$ cat src/rtl/order_uart_tx.sv
// order_uart_tx: turns buy/sell rising edges into 5-byte UART 8N1 order packets.
// Orders are captured with their price word, queued in a small FIFO and sent
// back-to-back as SYNC, side/stock, price high, price low, XOR checksum.
module order_uart_tx #(
   parameter int         CLK_HZ     = 100_000_000,
   parameter int         BAUD       = 115200,
   parameter int         FIFO_DEPTH = 4,        // power of 2, at least 2
   parameter logic [7:0] SYNC_BYTE  = 8'hA5
) (
   input  logic        clk,
   input  logic        rst,                     // synchronous, active-low
   input  logic        enable,
   input  logic        buy_signal,
   input  logic        sell_signal,
   input  logic [15:0] price_word,
   output logic        tx,
   output logic        busy,
   output logic        fifo_full,
   output logic [7:0]  drop_cnt,
   output logic [7:0]  sent_cnt
);

   localparam int CLKS_PER_BIT = CLK_HZ / BAUD;
   localparam int BAUD_W       = $clog2(CLKS_PER_BIT);
   localparam int PTR_W        = $clog2(FIFO_DEPTH);
   localparam int CNT_W        = $clog2(FIFO_DEPTH + 1);
   localparam logic [BAUD_W-1:0] BAUD_LAST = BAUD_W'(CLKS_PER_BIT - 1);
   localparam logic [CNT_W-1:0]  CNT_FULL  = CNT_W'(FIFO_DEPTH);

   localparam logic [1:0] S_IDLE  = 2'd0;
   localparam logic [1:0] S_START = 2'd1;
   localparam logic [1:0] S_DATA  = 2'd2;
   localparam logic [1:0] S_STOP  = 2'd3;

   // queue entry: {buy, sell, stock_id[1:0], price[13:0]}
   logic [17:0]       mem_q [FIFO_DEPTH];
   logic [PTR_W-1:0]  wr_ptr_q, rd_ptr_q;
   logic [CNT_W-1:0]  count_q, count_d;
   logic              buy_d_q, sell_d_q;
   logic [7:0]        drop_cnt_q, sent_cnt_q;

   logic [1:0]        state_q, state_d;
   logic [17:0]       pkt_q, pkt_d;
   logic [2:0]        byte_idx_q, byte_idx_d;
   logic [2:0]        bit_idx_q, bit_idx_d;
   logic [BAUD_W-1:0] baud_q, baud_d;
   logic              pkt_done;

   logic buy_re, sell_re, want_push, conflict, pop, full, push_ok, drop;
   logic [7:0] b1, b2, b3, cur_byte;

   assign buy_re    = buy_signal & ~buy_d_q;
   assign sell_re   = sell_signal & ~sell_d_q;
   assign want_push = enable & (buy_re ^ sell_re);
   assign conflict  = enable & buy_re & sell_re;
   assign full      = (count_q == CNT_FULL);
   assign pop       = (state_q == S_IDLE) && (count_q != '0);
   // a pop in the same cycle frees the slot, so a full queue still accepts
   assign push_ok   = want_push & (~full | pop);
   assign drop      = conflict | (want_push & ~push_ok);

   // occupancy follows push/pop; simultaneous push and pop leaves it unchanged
   always_comb begin
      count_d = count_q;
      if (push_ok && !pop)      count_d = count_q + CNT_W'(1);
      else if (!push_ok && pop) count_d = count_q - CNT_W'(1);
   end

   // queue storage, written without reset so it maps onto plain RAM
   always_ff @(posedge clk) begin
      if (push_ok) mem_q[wr_ptr_q] <= {buy_re, sell_re, price_word};
   end

   // edge-detect history, queue pointers and drop counter
   always_ff @(posedge clk) begin
      if (!rst) begin
         buy_d_q    <= 1'b0;
         sell_d_q   <= 1'b0;
         wr_ptr_q   <= '0;
         rd_ptr_q   <= '0;
         count_q    <= '0;
         drop_cnt_q <= 8'h00;
      end else begin
         buy_d_q  <= buy_signal;
         sell_d_q <= sell_signal;
         count_q  <= count_d;
         if (push_ok) wr_ptr_q <= wr_ptr_q + PTR_W'(1);
         if (pop)     rd_ptr_q <= rd_ptr_q + PTR_W'(1);
         if (drop && drop_cnt_q != 8'hFF) drop_cnt_q <= drop_cnt_q + 8'h01;
      end
   end

   // packet bytes derived from the frozen packet register
   assign b1 = {pkt_q[17], pkt_q[16], 4'b0000, pkt_q[15:14]};
   assign b2 = {2'b00, pkt_q[13:8]};
   assign b3 = pkt_q[7:0];

   // select the byte currently on the line
   always_comb begin
      case (byte_idx_q)
         3'd0:    cur_byte = SYNC_BYTE;
         3'd1:    cur_byte = b1;
         3'd2:    cur_byte = b2;
         3'd3:    cur_byte = b3;
         default: cur_byte = b1 ^ b2 ^ b3;
      endcase
   end

   // framing FSM: start bit, 8 data bits LSB first, stop bit, five bytes per packet
   always_comb begin
      state_d    = state_q;
      pkt_d      = pkt_q;
      byte_idx_d = byte_idx_q;
      bit_idx_d  = bit_idx_q;
      baud_d     = baud_q;
      pkt_done   = 1'b0;
      case (state_q)
         S_IDLE: begin
            if (pop) begin
               pkt_d      = mem_q[rd_ptr_q];
               byte_idx_d = 3'd0;
               baud_d     = '0;
               state_d    = S_START;
            end
         end
         S_START: begin
            if (baud_q == BAUD_LAST) begin
               baud_d    = '0;
               bit_idx_d = 3'd0;
               state_d   = S_DATA;
            end else begin
               baud_d = baud_q + BAUD_W'(1);
            end
         end
         S_DATA: begin
            if (baud_q == BAUD_LAST) begin
               baud_d = '0;
               if (bit_idx_q == 3'd7) state_d = S_STOP;
               else                   bit_idx_d = bit_idx_q + 3'd1;
            end else begin
               baud_d = baud_q + BAUD_W'(1);
            end
         end
         default: begin
            if (baud_q == BAUD_LAST) begin
               baud_d = '0;
               if (byte_idx_q == 3'd4) begin
                  pkt_done = 1'b1;
                  state_d  = S_IDLE;
               end else begin
                  byte_idx_d = byte_idx_q + 3'd1;
                  state_d    = S_START;
               end
            end else begin
               baud_d = baud_q + BAUD_W'(1);
            end
         end
      endcase
   end

   // FSM registers; reset abandons any packet in flight
   always_ff @(posedge clk) begin
      if (!rst) begin
         state_q    <= S_IDLE;
         pkt_q      <= '0;
         byte_idx_q <= 3'd0;
         bit_idx_q  <= 3'd0;
         baud_q     <= '0;
         sent_cnt_q <= 8'h00;
      end else begin
         state_q    <= state_d;
         pkt_q      <= pkt_d;
         byte_idx_q <= byte_idx_d;
         bit_idx_q  <= bit_idx_d;
         baud_q     <= baud_d;
         if (pkt_done) sent_cnt_q <= sent_cnt_q + 8'h01;
      end
   end

   // line level decoded straight from the FSM so tx drops in the first START cycle
   always_comb begin
      case (state_q)
         S_START: tx = 1'b0;
         S_DATA:  tx = cur_byte[bit_idx_q];
         default: tx = 1'b1;
      endcase
   end

   assign busy      = (state_q != S_IDLE) || (count_q != '0);
   assign fifo_full = full;
   assign drop_cnt  = drop_cnt_q;
   assign sent_cnt  = sent_cnt_q;

endmodule
$ cat config.mk
export PLATFORM = sky130hd
export DESIGN_NAME = order_uart_tx
export DESIGN_NICKNAME = d
export VERILOG_FILES = /design/src/rtl/order_uart_tx.sv
export SDC_FILE = /design/constraint.sdc
export NUM_CORES = 1
export LEC_CHECK = 0
export CORE_ASPECT_RATIO = 0.5
export CORE_MARGIN = 8
export CORE_UTILIZATION = 48
export DETAILED_ROUTE_END_ITERATION = 8
export PLACE_DENSITY = 0.65
export SLEW_MARGIN = 20
export SYNTH_ARGS = -nofsm -noshare
export SYNTH_HDL_FRONTEND = slang
export SYNTH_SLANG_ARGS = --single-unit
$ cat constraint.sdc
create_clock -name clk -period 3.5 [get_ports clk]
set_input_delay 0.525 -clock clk [delete_from_list [all_inputs] [get_ports clk]]
set_output_delay 0.525 -clock clk [all_outputs]
set_load 0.005 [all_outputs]
==> impl_metrics.tcl, run 1 <==
set metrics [dict create \
    clockBufferDepth 2 \
    synth_common_cells "edfxtp_1 (72), dfxtp_1 (61), nand2_1 (51), a21oi_1 (35), nor2_1 (31)" \
    regArea_um2 3383 \
    die_y_um 94.75 \
    hold_class "reg2reg" \
    regToRegStartpoint "state_q[0]" \
    rows 28 \
    ant_nets 0 \
    reg2reg_depth 10 \
    dieArea_um2 16440 \
    crit_fanout 6 \
    drt_wl_total_mm 11.96 \
    worstSkewPairLatency_ps 420 \
    htree_levels 4 \
    portBuffers 39 \
    ios 40 \
    hp-start "pkt_q[8]" \
    holdPathEnd "pkt_q[8]" \
    setup_violations 0 \
    track_usage_pct 15.15 \
    synth-main-ff-cell "edfxtp_1" \
    synth_warnings 0 \
    startpoint_type "flip-flop" \
    vias 3945 \
    crit_arrival_ps 2870 \
    cts_tree "yes" \
    vias_per_cell 5.434 \
    drc 0 \
    max_freq_ghz 0.2947 \
    dieWidth_um 173.5 \
    netlist_area_um2 5953 \
    slew_violations 0 \
    path_cells "inv_1 > ha_1 > nor3_2 > nor2_1 > a2111oi_0 > a211oi_1 > o41ai_1 > clkdlybuf4s50_1" \
    crit_family "compound AO/OA/AOI/OAI gates" \
    grt_max_degree 37 \
    n_antenna_cell 0 \
    critical_path.endpoint_type "output port" \
    yosys.area.top_type "edfxtp_1" \
    design_area_um2 7153 \
    path_depth 8 \
    critPathKind "reg2out" \
    cts_sinks 133 \
    grt_pass1_wl_mm 19.89 \
    hold_depth 2 \
    fin_tns_setup_ps 0 \
    timing.max_cap.violations 0 \
    status "complete, no violations" \
    drt-wirelength-per-cell_um 16.47 \
    dr.pass1.iters 5 \
    synthArstFlopShare_pct 0 \
    rsz0062_at_grt "false" \
    rrSetupSlack_ps 860 \
    cts_buffers 17 \
    nNetsFinal 590 \
    fillers 979 \
    gp_congestion 0.8635 \
    core_um2 11950 \
    grt_pass1_vias 3897 \
    synthDominantCellAreaShare_pct 36.32 \
    yosysUniqueCellTypes 62 \
    dp.final_hpwl_mm 7.632 \
    report.final.hold_viol_count 0 \
    overflow 0 \
    multi_input_area_um2 2406 \
    period_share_pct 96.95 \
    synth_enable_flop_cells 72 \
    area_growth_pct 20.16 \
    drtIter0Drc 246 \
    synth-seq-cells 133 \
    layout-drive-gt1-share_pct 13.73 \
    synth.most_common_cell "edfxtp_1" \
    worst-path-buf-inv 2 \
    cts.clk_slew.worst_paths_ps 60 \
    min_period_ps 3393 \
    synth_area_leaders "edfxtp_1 (36%), dfxtp_1 (21%), mux4_2 (6.8%), ha_1 (4.2%), nand2_1 (3.2%)" \
    start_util_pct 49.83 \
    postSynthAreaPerCell_um2 11.88 \
    clock-root-buffer "clkbuf_16" \
    syn_inst 501 \
    ys_seq_area_share_pct 56.83 \
    worst_pin_slew_ps 963.7 \
    synth_nets 543 \
    max-slew-margin-rel_pct 35.67 \
    max_stage_delay_ps 560 \
    slowest_stage "clkdlybuf4s50_1" \
    post-route-util_pct 59.88 \
    vdd_drop_max_uv 371.6 \
    dpl_cell_area_um2 6555 \
    p_leak_nw 2.517 \
    antenna_found_initial 0 \
    p_per_area_nw_per_um2 698.5 \
    pre_cts_ws_ps 396.4 \
    rr_endpoint "count_q[2]" \
    worstPathRequired_ps 2970 \
    fin_skew_ps 10.87 \
    fin_ws_ps 106.9 \
]
[report_power, final]
part	leakage (nW)	internal, mW	total [mW]	switching [mW]
Combinational	1.08	0.576	1.24	0.663
Sequential	1.15	1.83	2.02	0.197
Clock	0.290	0.957	1.73	0.777
[tightest hold or removal path: stages (launching register included)]
cell,delay [ps]
dfxtp_1,330
nand2_1,60
a21oi_1,50
[metrics by stage]
stage	power (mW)	hold slack, ps	std cells
CTS	5.027	489.7	725
global placement	3.260	475.9	693
finish	4.997	485.4	726
global route	5.273	512.7	726
floorplan	2.893	449.3	501
detailed placement	3.272	481.0	693
[how the worst max path moves through the flow]
| stage | startpoint | end | slack (ps) |
|---|---|---|---|
| global placement | byte_idx_q[0] | tx | 460 |
| global route | byte_idx_q[1] | tx | 20 |
| detailed placement | buy_signal | count_q[2] | 400 |
| CTS | byte_idx_q[0] | tx | 20 |
| floorplan | state_q[0] | count_q[2] | 950 |
| finish | byte_idx_q[1] | tx | 110 |
[routing by layer]
| layer | global-route usage (%) | routed length (µm) | vias up |
|---|---|---|---|
| li1 | - | - | 1959 |
| met1 | 20.11 | 5966 | 1904 |
| met2 | 23.80 | 5442 | 72 |
| met3 | 4.341 | 447 | 10 |
| met4 | 5.061 | 102 | 0 |
| met5 | 0 | 0 | - |
[sequential cells by signal, indices dropped and copies added (netlist names)]
register    cells
sell_d_q        1
rd_ptr_q        2
drop_cnt        8
baud_q         10
byte_idx_q      3
buy_d_q         1
wr_ptr_q        2
state_q         2
bit_idx_q       3
count_q         3
mem_q          72
sent_cnt        8
pkt_q          18
[cells in the final DEF (no fill, tap or decap), types with 7 or more instances in the layout]
cell type        netlist  layout
nor2_1                31      31
buf_4                  0      15
clkdlybuf4s50_1        0      39
inv_1                 16      16
dfxtp_1               61      61
a21oi_1               35      35
mux2i_1                7       7
nor2b_1               10      10
ha_1                  20      19
nand3_1               13      13
nand2_1               51      51
and2_1                 9       9
nor3_1                 9       8
mux4_2                18      18
nand2b_1               7       7
clkbuf_16              0      17
o21ai_0               13      13
edfxtp_1              72      72
xnor2_1               13      13
[cell type report]
cell class,count,area share [%]
flip-flops and latches,133,47.30
multi-input cells,323,33.64
repair buffers,54,7.032
clock buffers,17,5.947
well taps,165,2.886
clock inverters,15,2.204
inverters,19,0.9970
[cells by family after synthesis]
| group | after synthesis | share of synthesized area (%) |
|---|---|---|
| xor gates and xnor gates | 19 | 3.047 |
| DFF | 133 | 56.83 |
| AOI/OAI and AO/OA | 90 | 9.857 |
| and+or+nand+nor | 166 | 14.48 |
| buffers and inverters | 45 | 2.879 |
| muxes | 26 | 8.176 |
| adders and majority gates | 22 | 4.729 |
[what timing repair did]
action / CTS / global route
pin swaps: 0 / 1
hold endpoints to repair: 0 / 0
gates resized for setup: 1 / 1
hold buffers: 0 / 0
setup buffers: 0 / 1
endpoints found under the setup margin: 1 / 1
Power figures use the tool's default switching activity.
==> run 2: changes to the inputs <==
==> constraint.sdc (replaced) <==
create_clock -name clk -period 3.5 [get_ports clk]
set_input_delay 0.7 -clock clk [delete_from_list [all_inputs] [get_ports clk]]
set_output_delay 0.7 -clock clk [all_outputs]
set_load 0.005 [all_outputs]
==> run 2 against run 1 <==
Flip-flop and latch count did not move. Fmax grew 11%. Critical path depth unchanged. Via count up 0.91%. Combinational power about the same. Power grew 0.52%. First-iteration DRC count is 8.1% lower. Non-clock buffer count grew 1. Die area stayed put. Critical endpoint unchanged. Largest cell class unchanged. Largest power group unchanged. Highest routed layer unchanged.
==> impl_metrics.tcl, run 2 (same netlist as run 1, synthesis figures left out) <==
set metrics [dict create \
    antenna_found_initial 0 \
    worstPathRequired_ps 2800 \
    vias_per_cell 5.483 \
    critPathKind "reg2out" \
    mostFrequentLayoutCell "edfxtp_1" \
    hp-start "pkt_q[8]" \
    reg_top3 "mem_q: 72 flops, pkt_q: 18 flops, baud_q: 10 flops" \
    drc 0 \
    period_share_pct 87.41 \
    core_um2 11950 \
    final_cell_mix "edfxtp_1 (72), dfxtp_1 (61), nand2_1 (51)" \
    fin_skew_ps 8.774 \
    vdd_drop_max_uv 313.8 \
    p_leak_nw 2.516 \
    worst_pin_slew_ps 949.4 \
    dr.pass1.iters 4 \
    cts_tree "yes" \
    crit_arrival_ps 2360 \
    overflow 0 \
    hold_class "reg2reg" \
    regMostFlops "mem_q" \
    dieArea_um2 16440 \
    gp_congestion 0.8438 \
    power_mw 5.023 \
    grt_pass1_wl_mm 19.82 \
    htree_levels 4 \
    report.final.hold_viol_count 0 \
    holdWs_ps 478.2 \
    max_freq_ghz 0.3269 \
    max-slew-margin-rel_pct 36.62 \
    die_y_um 94.75 \
    p_int_mw 3.470 \
    clkPwrFrac_pct 34.7 \
    worstSkewPairLatency_ps 420 \
    track_usage_pct 15.31 \
    fin_tns_setup_ps 0 \
    cts_sinks 133 \
    comb_power_share_pct 25.0 \
    ios 40 \
    grt_max_degree 54 \
    grt_pass1_vias 3943 \
    drt-wirelength-per-cell_um 16.27 \
    rows 28 \
    largest_reg_flops 72 \
    vias 3981 \
    startpoint_type "flip-flop" \
    slew_violations 0 \
    regToRegStartpoint "state_q[0]" \
    crit_path_start "byte_idx_q[1]" \
    n_antenna_cell 0 \
    portBuffers 39 \
    p_sw_mw 1.552 \
    dieWidth_um 173.5 \
    rsz0062_at_grt "false" \
    drt_wl_total_mm 11.81 \
    swShare_pct 30.91 \
    p_seq_share_pct 40.3 \
    cts.clk_slew.worst_paths_ps 60 \
    area_growth_pct 20.39 \
    crit_fanout 6 \
    status "complete, no violations" \
    layout-drive-gt1-share_pct 13.55 \
    drtIter0Drc 226 \
    setup_violations 0 \
    start_util_pct 49.83 \
    nNetsFinal 591 \
    clockBufferDepth 2 \
    ant_nets 0 \
    critical_path.endpoint_type "output port" \
    p_per_area_nw_per_um2 700.8 \
    hold_buffers 0 \
    fillers 1001 \
    cts_buffers 17 \
    dp.final_hpwl_mm 7.745 \
    clock-root-buffer "clkbuf_16" \
    timing.max_cap.violations 0 \
    min_period_ps 3059 \
]
-- run 2: repair_timing --
action | in CTS | in global routing
pin swaps | 2 | 1
setup buffers | 1 | 0
setup endpoints to repair | 1 | 1
gates resized for setup | 2 | 3
-- run 2: area by class of cell --
class / instances / area (µm²) / share of cell area [%]
Clock buffer: 18 / 429.2 / 5.988
Sequential cell: 133 / 3383 / 47.21
Inverter: 19 / 71.32 / 0.9951
Multi-Input combinational cell: 323 / 2412 / 33.66
Timing Repair Buffer: 55 / 513.0 / 7.158
Clock inverter: 13 / 151.4 / 2.112
Tap cell: 165 / 206.4 / 2.881
-- run 2: power by group through the flow --
stage / Combinational (mW) / Sequential [mW] / Clock (mW)
5_1_grt: 1.41 / 2.05 / 1.85
4_1_cts: 1.26 / 2.02 / 1.78
3_5_place_dp: 1.23 / 2.06 / 0
6_report: 1.26 / 2.02 / 1.74
3_3_place_gp: 1.21 / 2.05 / 0
2_1_floorplan: 0.927 / 1.97 / 0
-- run 2: worst paths after layout --
path	to	slack (ps)	cells after the start
setup reg to reg	count_q[2]	990	10
hold reg to reg	pkt_q[8]	480	2
hold / removal	pkt_q[8]	480	2
setup / recovery	tx	440	8
-- run 2: critical path, stage by stage, from the launching register on --
cell and delay (ps):
dfxtp_1 350, inv_1 90, ha_1 270, nor3_2 260, nor2_1 130, a2111oi_2 210, a211oi_1 90, o41ai_1 350
dlymetal6s2s_1 180
-- run 2: metrics by stage --
stage	instances	setup slack (ps)	instance area [µm²]	utilization [%]
floorplan	501	842.2	5953	-
global placement	694	275.2	6563	54.93
detailed placement	694	148.1	6563	54.93
CTS	726	22.70	7157	59.91
global route	726	259.2	7167	59.99
finish	726	440.7	7167	59.99
-- run 2: routing by layer --
metal | GRT usage, % | vias up | routed length [µm]
li1 | - | 1955 | -
met1 | 19.81 | 1934 | 5877
met2 | 24.32 | 75 | 5341
met3 | 3.903 | 17 | 423
met4 | 6.842 | 0 | 171
met5 | 0 | - | 0
==> run 3: changes to the inputs <==
- CORE_UTILIZATION: 48 -> 35
- GPL_TIMING_DRIVEN: unset -> 0
- PLACE_DENSITY: 0.65 -> 0.5
==> run 3 against run 2 <==
Hold slack gained 11 ps. Fmax decreased by 7.0%. Sequential share of layout area decreased by 0.51 points. Utilization decreased by 16 points. Register-to-register slack worse by 500 ps. Setup slack got worse by 230 ps. First-iteration DRC count is 10% higher. Largest power group unchanged. Routed wire length grew 11%. Combinational power is essentially flat. Via count increased by 0.73%. Clock-buffer cell count stayed put. Critical endpoint unchanged. Clock power grew 5%.
==> impl_metrics.tcl, run 3 (same netlist as run 1, synthesis figures left out) <==
set metrics [dict create \
    hold_class "reg2reg" \
    clockBufferDepth 2 \
    min_period_ps 3288 \
    crit_fanout 10 \
    reg2reg_depth 11 \
    grt_max_degree 19 \
    grt_pass1_vias 4141 \
    clkPwrFrac_pct 35.9 \
    core_um2 16520 \
    crit_family "buffers and inverters" \
    worst-path-buf-inv 5 \
    regMostFlops "mem_q" \
    period_share_pct 93.95 \
    comb_power_share_pct 24.9 \
    startpoint_type "flip-flop" \
    crit_top_cell "clkbuf_4" \
    dieArea_um2 21690 \
    portBuffers 38 \
    dp.final_hpwl_mm 8.917 \
    hold_buffers 0 \
    worstPathRequired_ps 2800 \
    crit_arrival_ps 2590 \
    n_antenna_cell 0 \
    overflow 0 \
    dr.pass1.iters 4 \
    fin_skew_ps 15.46 \
    timing.max_cap.violations 0 \
    pre_cts_ws_ps -210.5 \
    start_util_pct 36.05 \
    final_cell_mix "edfxtp_1 (72), dfxtp_1 (61), nand2_1 (51)" \
    slowest_stage "dfxtp_1" \
    drc 0 \
    cts_tree "yes" \
    rows 33 \
    fillers 1560 \
    cts.clk_slew.worst_paths_ps 60 \
    critical_path.endpoint_type "output port" \
    holdWs_ps 489.3 \
    p_leak_nw 2.486 \
    rsz0062_at_grt "false" \
    path_depth 10 \
    layout-drive-gt1-share_pct 11.73 \
    vias_per_cell 5.025 \
    p_per_area_nw_per_um2 699.3 \
    max_freq_ghz 0.3041 \
    worst_pin_slew_ps 975.4 \
    nNetsFinal 600 \
    ant_nets 0 \
    area_growth_pct 21.69 \
    slew_violations 0 \
    p_seq_share_pct 39.2 \
    p_int_mw 3.448 \
    critPathKind "reg2out" \
    mostFrequentLayoutCell "edfxtp_1" \
    gp_congestion 0.7927 \
    vias 4010 \
    clock-root-buffer "clkbuf_16" \
    cts_buffers 17 \
    grt_pass1_wl_mm 22.09 \
    report.final.hold_viol_count 0 \
    dieWidth_um 200.4 \
    fin_ws_ps 211.7 \
    track_usage_pct 12.74 \
    vdd_drop_max_uv 345.8 \
    worstSkewPairLatency_ps 420 \
    max_stage_delay_ps 300 \
    p_sw_mw 1.617 \
    max-slew-margin-rel_pct 34.98 \
    path_cells "clkbuf_4 > clkbuf_8 > inv_1 > ha_2 > clkbuf_4 > a221oi_1 > o21ai_0 > a22oi_1 > o41ai_1 > dlygate4sd2_1" \
    ios 40 \
    largest_reg_flops 72 \
    swShare_pct 31.92 \
    drt-wirelength-per-cell_um 16.44 \
    htree_levels 4 \
    drt_wl_total_mm 13.12 \
    reg_top3 "mem_q: 72 flops, pkt_q: 18 flops, baud_q: 10 flops" \
    hold_depth 2 \
    antenna_found_initial 0 \
    die_y_um 108.2 \
    setup_violations 0 \
    cts_sinks 133 \
    status "complete, no violations" \
    drtIter0Drc 249 \
]
## run 3: timing repair
action	4_1_cts	5_1_grt
setup endpoints to repair	1	1
gates resized for setup	10	2
pin swaps	2	0
buffers inserted	1	0
## run 3: power groups by stage
stage / registers (mW) / clock network, mW / logic (mW)
3_3_place_gp: 2.01 / 0 / 1.26
5_1_grt: 2.02 / 1.93 / 1.43
6_report: 1.99 / 1.82 / 1.26
3_5_place_dp: 2.02 / 0 / 1.26
4_1_cts: 1.99 / 1.87 / 1.28
2_1_floorplan: 1.97 / 0 / 0.927
## run 3: per-stage QoR
stage               cell area, µm²  power [mW]  instances  setup TNS, ps  utilization, %
global route                  7244       5.369        798              0           43.86
global placement              6618       3.270        766         -180.5           40.07
detailed placement            6618       3.275        766         -210.5           40.07
finish                        7244       5.066        798              0           43.86
CTS                           7242       5.130        798              0           43.85
floorplan                     5953       2.893        501              0               -
## run 3: per-layer routing
layer	global-route usage (%)	up-vias	routed length (µm)
li1	-	1973	-
met1	17.17	1964	6770
met2	19.76	66	5778
met3	3.641	7	472
met4	4.021	0	98
met5	0	-	0
## run 3: final timing paths
check / slack (ps) / to / start
setup / recovery: 210 / tx / byte_idx_q[2]
hold / removal: 490 / sent_cnt[6] / sent_cnt[6]
setup reg to reg: 490 / count_q[2] / state_q[0]
hold reg to reg: 490 / sent_cnt[6] / sent_cnt[6]
## run 3: layout make-up
cell class	count	area (µm²)	share of cell area [%]
plain buffers	25	113.9	1.572
clock inverters	14	168.9	2.332
inverters	19	71.32	0.9845
clock buffers	18	429.2	5.924
flip-flops and latches	133	3383	46.70
multi-input cells	323	2407	33.23
repair buffers	39	386.6	5.337
well taps	227	284.0	3.921
## run 3: worst min-delay path, stage by stage (launching register included)
cell and delay (ps):
dfxtp_1 330, nand2_1 60, o21ai_0 60
==> variant 1: new RTL, config.mk and constraints of run 2 <==
Set the parameter `FIFO_DEPTH` to 8 (it was 4).
--- a/src/rtl/order_uart_tx.sv
+++ b/src/rtl/order_uart_tx.sv
@@ -4,7 +4,7 @@
 module order_uart_tx #(
    parameter int         CLK_HZ     = 100_000_000,
    parameter int         BAUD       = 115200,
-   parameter int         FIFO_DEPTH = 4,        // power of 2, at least 2
+   parameter int         FIFO_DEPTH = 8,        // power of 2, at least 2
    parameter logic [7:0] SYNC_BYTE  = 8'hA5
 ) (
    input  logic        clk,
Behaviour: not the same (a bounded check fails within 10 cycles, from zero or initial values and one cycle with rst low).
==> variant 1 against run 2 <==
  * Sequential cell count is 75 higher
  * Final cell count rose by 28%
  * Critical path type unchanged
  * Cell area grew 45%
  * Setup slack lost 220 ps
  * Routed wire length grew 52%
  * Power rose by 41%
  * Synthesized area up 49%
  * Via count rose by 32%
  * Utilization fell by 3.2 points
  * Synthesized cell count rose by 25%
  * Sequential power increased by 47%
  * Largest cell class unchanged
==> variant 1: results <==
set metrics [dict create \
    peakVddDrop_mv 0.357 \
    drive_gt1_share_pct 15.7 \
    post_cts_resized 7 \
    route.met3.wl_um 683 \
    syn_inst 624 \
    grt_pass1_vias 5269 \
    clock_path_buffers 3 \
    dr_total_vias 5247 \
    clkLatencyLatePin_ps 510 \
    place_area_um2 9680 \
    place_congestion 0.831 \
    drt_iter0_drc 371 \
    syn_nets 666 \
    ys_top_cells_by_area "edfxtp_1, dfxtp_1, mux4_2" \
    htreeDepth 1 \
    ys_seq_area_share_pct 63.1 \
    wl_met2_um 8040 \
    status "finished, final reports clean" \
    vias_per_cell 5.64 \
    arrival_ps 2580 \
    relSlewSlack_pct 59.7 \
    grt_usage_pct 15.4 \
    m1WireLength_um 8890 \
    synth_edf_count 144 \
    dr.pass1.iters 5 \
    critPathTopFamily "adder cells" \
]
[variant 1: final cells by class]
| cell class | instances | area (µm²) | area share (%) |
|---|---|---|---|
| Sequential cell | 208 | 5610 | 54.1 |
| Multi-Input combinational cell | 368 | 3160 | 30.5 |
| Timing Repair Buffer | 59 | 564 | 5.44 |
| Clock buffer | 29 | 544 | 5.25 |
| Tap cell | 240 | 300 | 2.90 |
| Clock inverter | 7 | 119 | 1.15 |
| Inverter | 19 | 71.3 | 0.688 |
[variant 1: power by group through the flow]
stage          logic (µW)  clock network, µW  registers [µW]
2_1_floorplan        1480                  0            2960
3_3_place_gp         1940                  0            3010
3_5_place_dp         1950                  0            3020
4_1_cts              1990               2220            2970
5_1_grt              2210               2320            2990
6_report             1960               2180            2970
[variant 1: worst paths after layout]
path | startpoint | endpoint | slack, ps | cells past startpoint
hold / removal | drop_cnt[7]$_SDFFE_PN0P_ | drop_cnt[7]$_SDFFE_PN0P_ | 490 | 2
setup / recovery | byte_idx_q[1]$_SDFFE_PN0P_ | tx | 220 | 8
setup reg to reg | state_q[1]$_SDFFE_PN0P_ | count_q[3]$_SDFFE_PN0P_ | 700 | 14
hold reg to reg | drop_cnt[7]$_SDFFE_PN0P_ | drop_cnt[7]$_SDFFE_PN0P_ | 490 | 2
[variant 1: cell families (layout without fill, tap and decap cells)]
logic type	after synthesis	in the layout	share of synthesized area [%]
flops	208	208	63.1
xor+xnor	23	23	2.27
compound gates	96	96	7.56
mux	63	63	12.2
buf+inv	48	114	2.10
fa+ha+maj	21	21	3.04
simple gates	165	165	9.79
[variant 1: metal layers]
metal / GRT usage, % / vias to the layer above
met3: 2.59 / 24
met5: 0 / -
met1: 22.1 / 2615
met4: 3.76 / 0
li1: - / 2506
met2: 24.1 / 102
==> variant 2: new RTL, config.mk and constraints of run 2 <==
Without the edit above. Reset style: asynchronous (`rst`), changed in 2 clocked blocks.
--- a/src/rtl/order_uart_tx.sv
+++ b/src/rtl/order_uart_tx.sv
@@ -72,7 +72,7 @@
    end
 
    // edge-detect history, queue pointers and drop counter
-   always_ff @(posedge clk) begin
+   always_ff @(posedge clk or negedge rst) begin
       if (!rst) begin
          buy_d_q    <= 1'b0;
          sell_d_q   <= 1'b0;
@@ -159,7 +159,7 @@
    end
 
    // FSM registers; reset abandons any packet in flight
-   always_ff @(posedge clk) begin
+   always_ff @(posedge clk or negedge rst) begin
       if (!rst) begin
          state_q    <= S_IDLE;
          pkt_q      <= '0;
Check against the original RTL: differs if rst is asserted again (counterexample within 4 cycles, from zero or initial values and one cycle with rst low); with rst held inactive, the same outputs for 10 cycles.
==> variant 2 against run 2 <==
  * Setup slack got worse by 19 ps
  * Worst hold slack got worse by 310 ps
  * Sequential cell count did not move
  * Cell area rose by 2.0%
  * Critical path depth rose by 1
  * Power rose by 5.4%
  * Routed wire length fell by 4.9%
  * Synthesized area barely moved
  * Non-clock buffer count did not move
  * Highest routed layer unchanged
==> variant 2: results <==
set metrics [dict create \
    grt_pass1_vias 3521 \
    grt_use_met2_pct 22.2 \
    dr.pass1.iters 4 \
    p_int_uw 3670 \
    n_antenna_cell 0 \
    ys_types 57 \
    antenna_found_initial 0 \
    place_area_um2 6610 \
    ys_top_cells_by_area "edfxtp_1, dfrtp_1, mux4_2" \
    synth_flop_cell "edfxtp_1" \
    grt_util_met3_pct 4.94 \
    place_congestion 0.866 \
    nNetsFinal 516 \
    synth-async-reset-ratio_pct 45.9 \
    dp_cells 616 \
    skew_ps 13.7 \
    grt_pass1_wl_um 18800 \
    synth_commonest_cells "edfxtp_1, dfrtp_1, nand2_1" \
    arrival_ps 2380 \
    num-fill-cells 931 \
    grt_max_degree 27 \
    peakVddDrop_mv 0.331 \
    hp-class "in2async" \
    htreeDepth 4 \
    overflow 0 \
    drt_iter0_drc 181 \
    root_buffer "clkbuf_16" \
    status "finished, final reports clean" \
    drive_gt1_share_pct 22.6 \
    clkLatencyLatePin_ps 420 \
    post-dp-hpwl_um 7280 \
    syn_nets 459 \
    grt_usage_pct 14.8 \
    synth_edf_count 72 \
    yosys_warnings 0 \
    vias_per_cell 5.38 \
    cp_slowest_cell "dfrtp_1" \
    worstMarginPinSlew_ps 916 \
    layout.cells.non_filler 652 \
    clk_pin_slew_ps 60 \
    ys_seq_area_share_pct 61.9 \
    use_met1_pct 19.7 \
    path_max_fanout 9 \
    antenna_left 0 \
    avgSynthCellArea_um2 14.3 \
    clock_path_buffers 2 \
    cts_buffers 17 \
    critPathTopFamily "compound AO/OA/AOI/OAI gates" \
    drt-wirelength-per-cell_um 17.2 \
    slowest_delay_ps 420 \
    power_leakage_uw 0.00278 \
    io_buffers 39 \
    reg_top3 "mem_q (72), pkt_q (18), baud_q (10)" \
]
variant 2: cell count changes after synthesis, sizes merged, moves of 5 or more:
cell | before | now
nor2 | 31 | 17
mux2i | 7 | 1
dfrtp | 0 | 61
mux2 | 1 | 22
clkbuf | 23 | 11
o21ai | 14 | 20
a21oi | 35 | 12
and2 | 9 | 4
dfxtp | 61 | 0
nand2 | 51 | 23
variant 2: kinds of logic (layout without fill, tap and decap cells):
| group | count (synthesis) | after routing | share of synthesized area (%) |
|---|---|---|---|
| AO/OA/AOI/OAI | 62 | 62 | 6.66 |
| buffers and inverters | 32 | 102 | 2.16 |
| flip-flops | 133 | 133 | 61.9 |
| adder cells (fa/ha/maj) | 22 | 22 | 4.70 |
| AND/OR/NAND/NOR | 101 | 101 | 9.62 |
| multiplexers | 41 | 41 | 11.1 |
| XOR/XNOR | 26 | 26 | 3.82 |
variant 2: final cells by class:
class | instances | area (µm²) | area share [%]
clock buffer | 17 | 425 | 5.82
clock inverter | 15 | 165 | 2.26
inverter | 15 | 56.3 | 0.771
multi-input combinational | 252 | 2230 | 30.5
sequential | 133 | 3690 | 50.5
tap | 165 | 206 | 2.83
timing repair buffer | 55 | 537 | 7.35
variant 2: worst paths after layout:
kind | from | to | slack (ps) | cells after the start
max in group asynchronous | rst | sent_cnt[4]$_DFFE_PN0P_ | 2680 | 2
max reg2reg | state_q[0]$_DFFE_PN0P_ | count_q[1]$_DFFE_PN0P_ | 990 | 8
min in group clk | sent_cnt[7]$_DFFE_PN0P_ | sent_cnt[7]$_DFFE_PN0P_ | 470 | 1
max | byte_idx_q[0]$_DFFE_PN0P_ | tx | 420 | 9
min | rst | pkt_q[8]$_DFFE_PN0P_ | 170 | 1
min reg2reg | sent_cnt[7]$_DFFE_PN0P_ | sent_cnt[7]$_DFFE_PN0P_ | 470 | 1
variant 2: metrics by stage:
stage | total power, µW | worst slack, ps | util, %
after global routing | 5620 | 262 | 61.2
after CTS | 5330 | 41.8 | 60.5
after floorplan | 3120 | 904 | -
after detailed placement | 3550 | 271 | 55.4
after global placement | 3520 | 373 | 55.4
final | 5290 | 422 | 61.2
variant 2: power groups by stage:
stage	combinational [µW]	clock (µW)	sequential, µW
global route	1420	1880	2330
global placement	1220	0	2300
detailed placement	1250	0	2300
floorplan	964	0	2150
finish	1270	1750	2270
CTS	1260	1800	2270
variant 2: metal layers:
metal,routed length (µm),vias to the layer above,share of wire [%]
met5,0,-,0
met4,157,0,1.4
met3,529,13,4.7
met2,5070,75,45
met1,5470,1738,49
li1,-,1681,-
variant 2: repair_timing:
item / CTS / global route
setup endpoints to repair: 1 / 1
buffers inserted: 0 / 3
cloned: 0 / 0
gates resized for setup: 6 / 14
pin swaps: 0 / 2
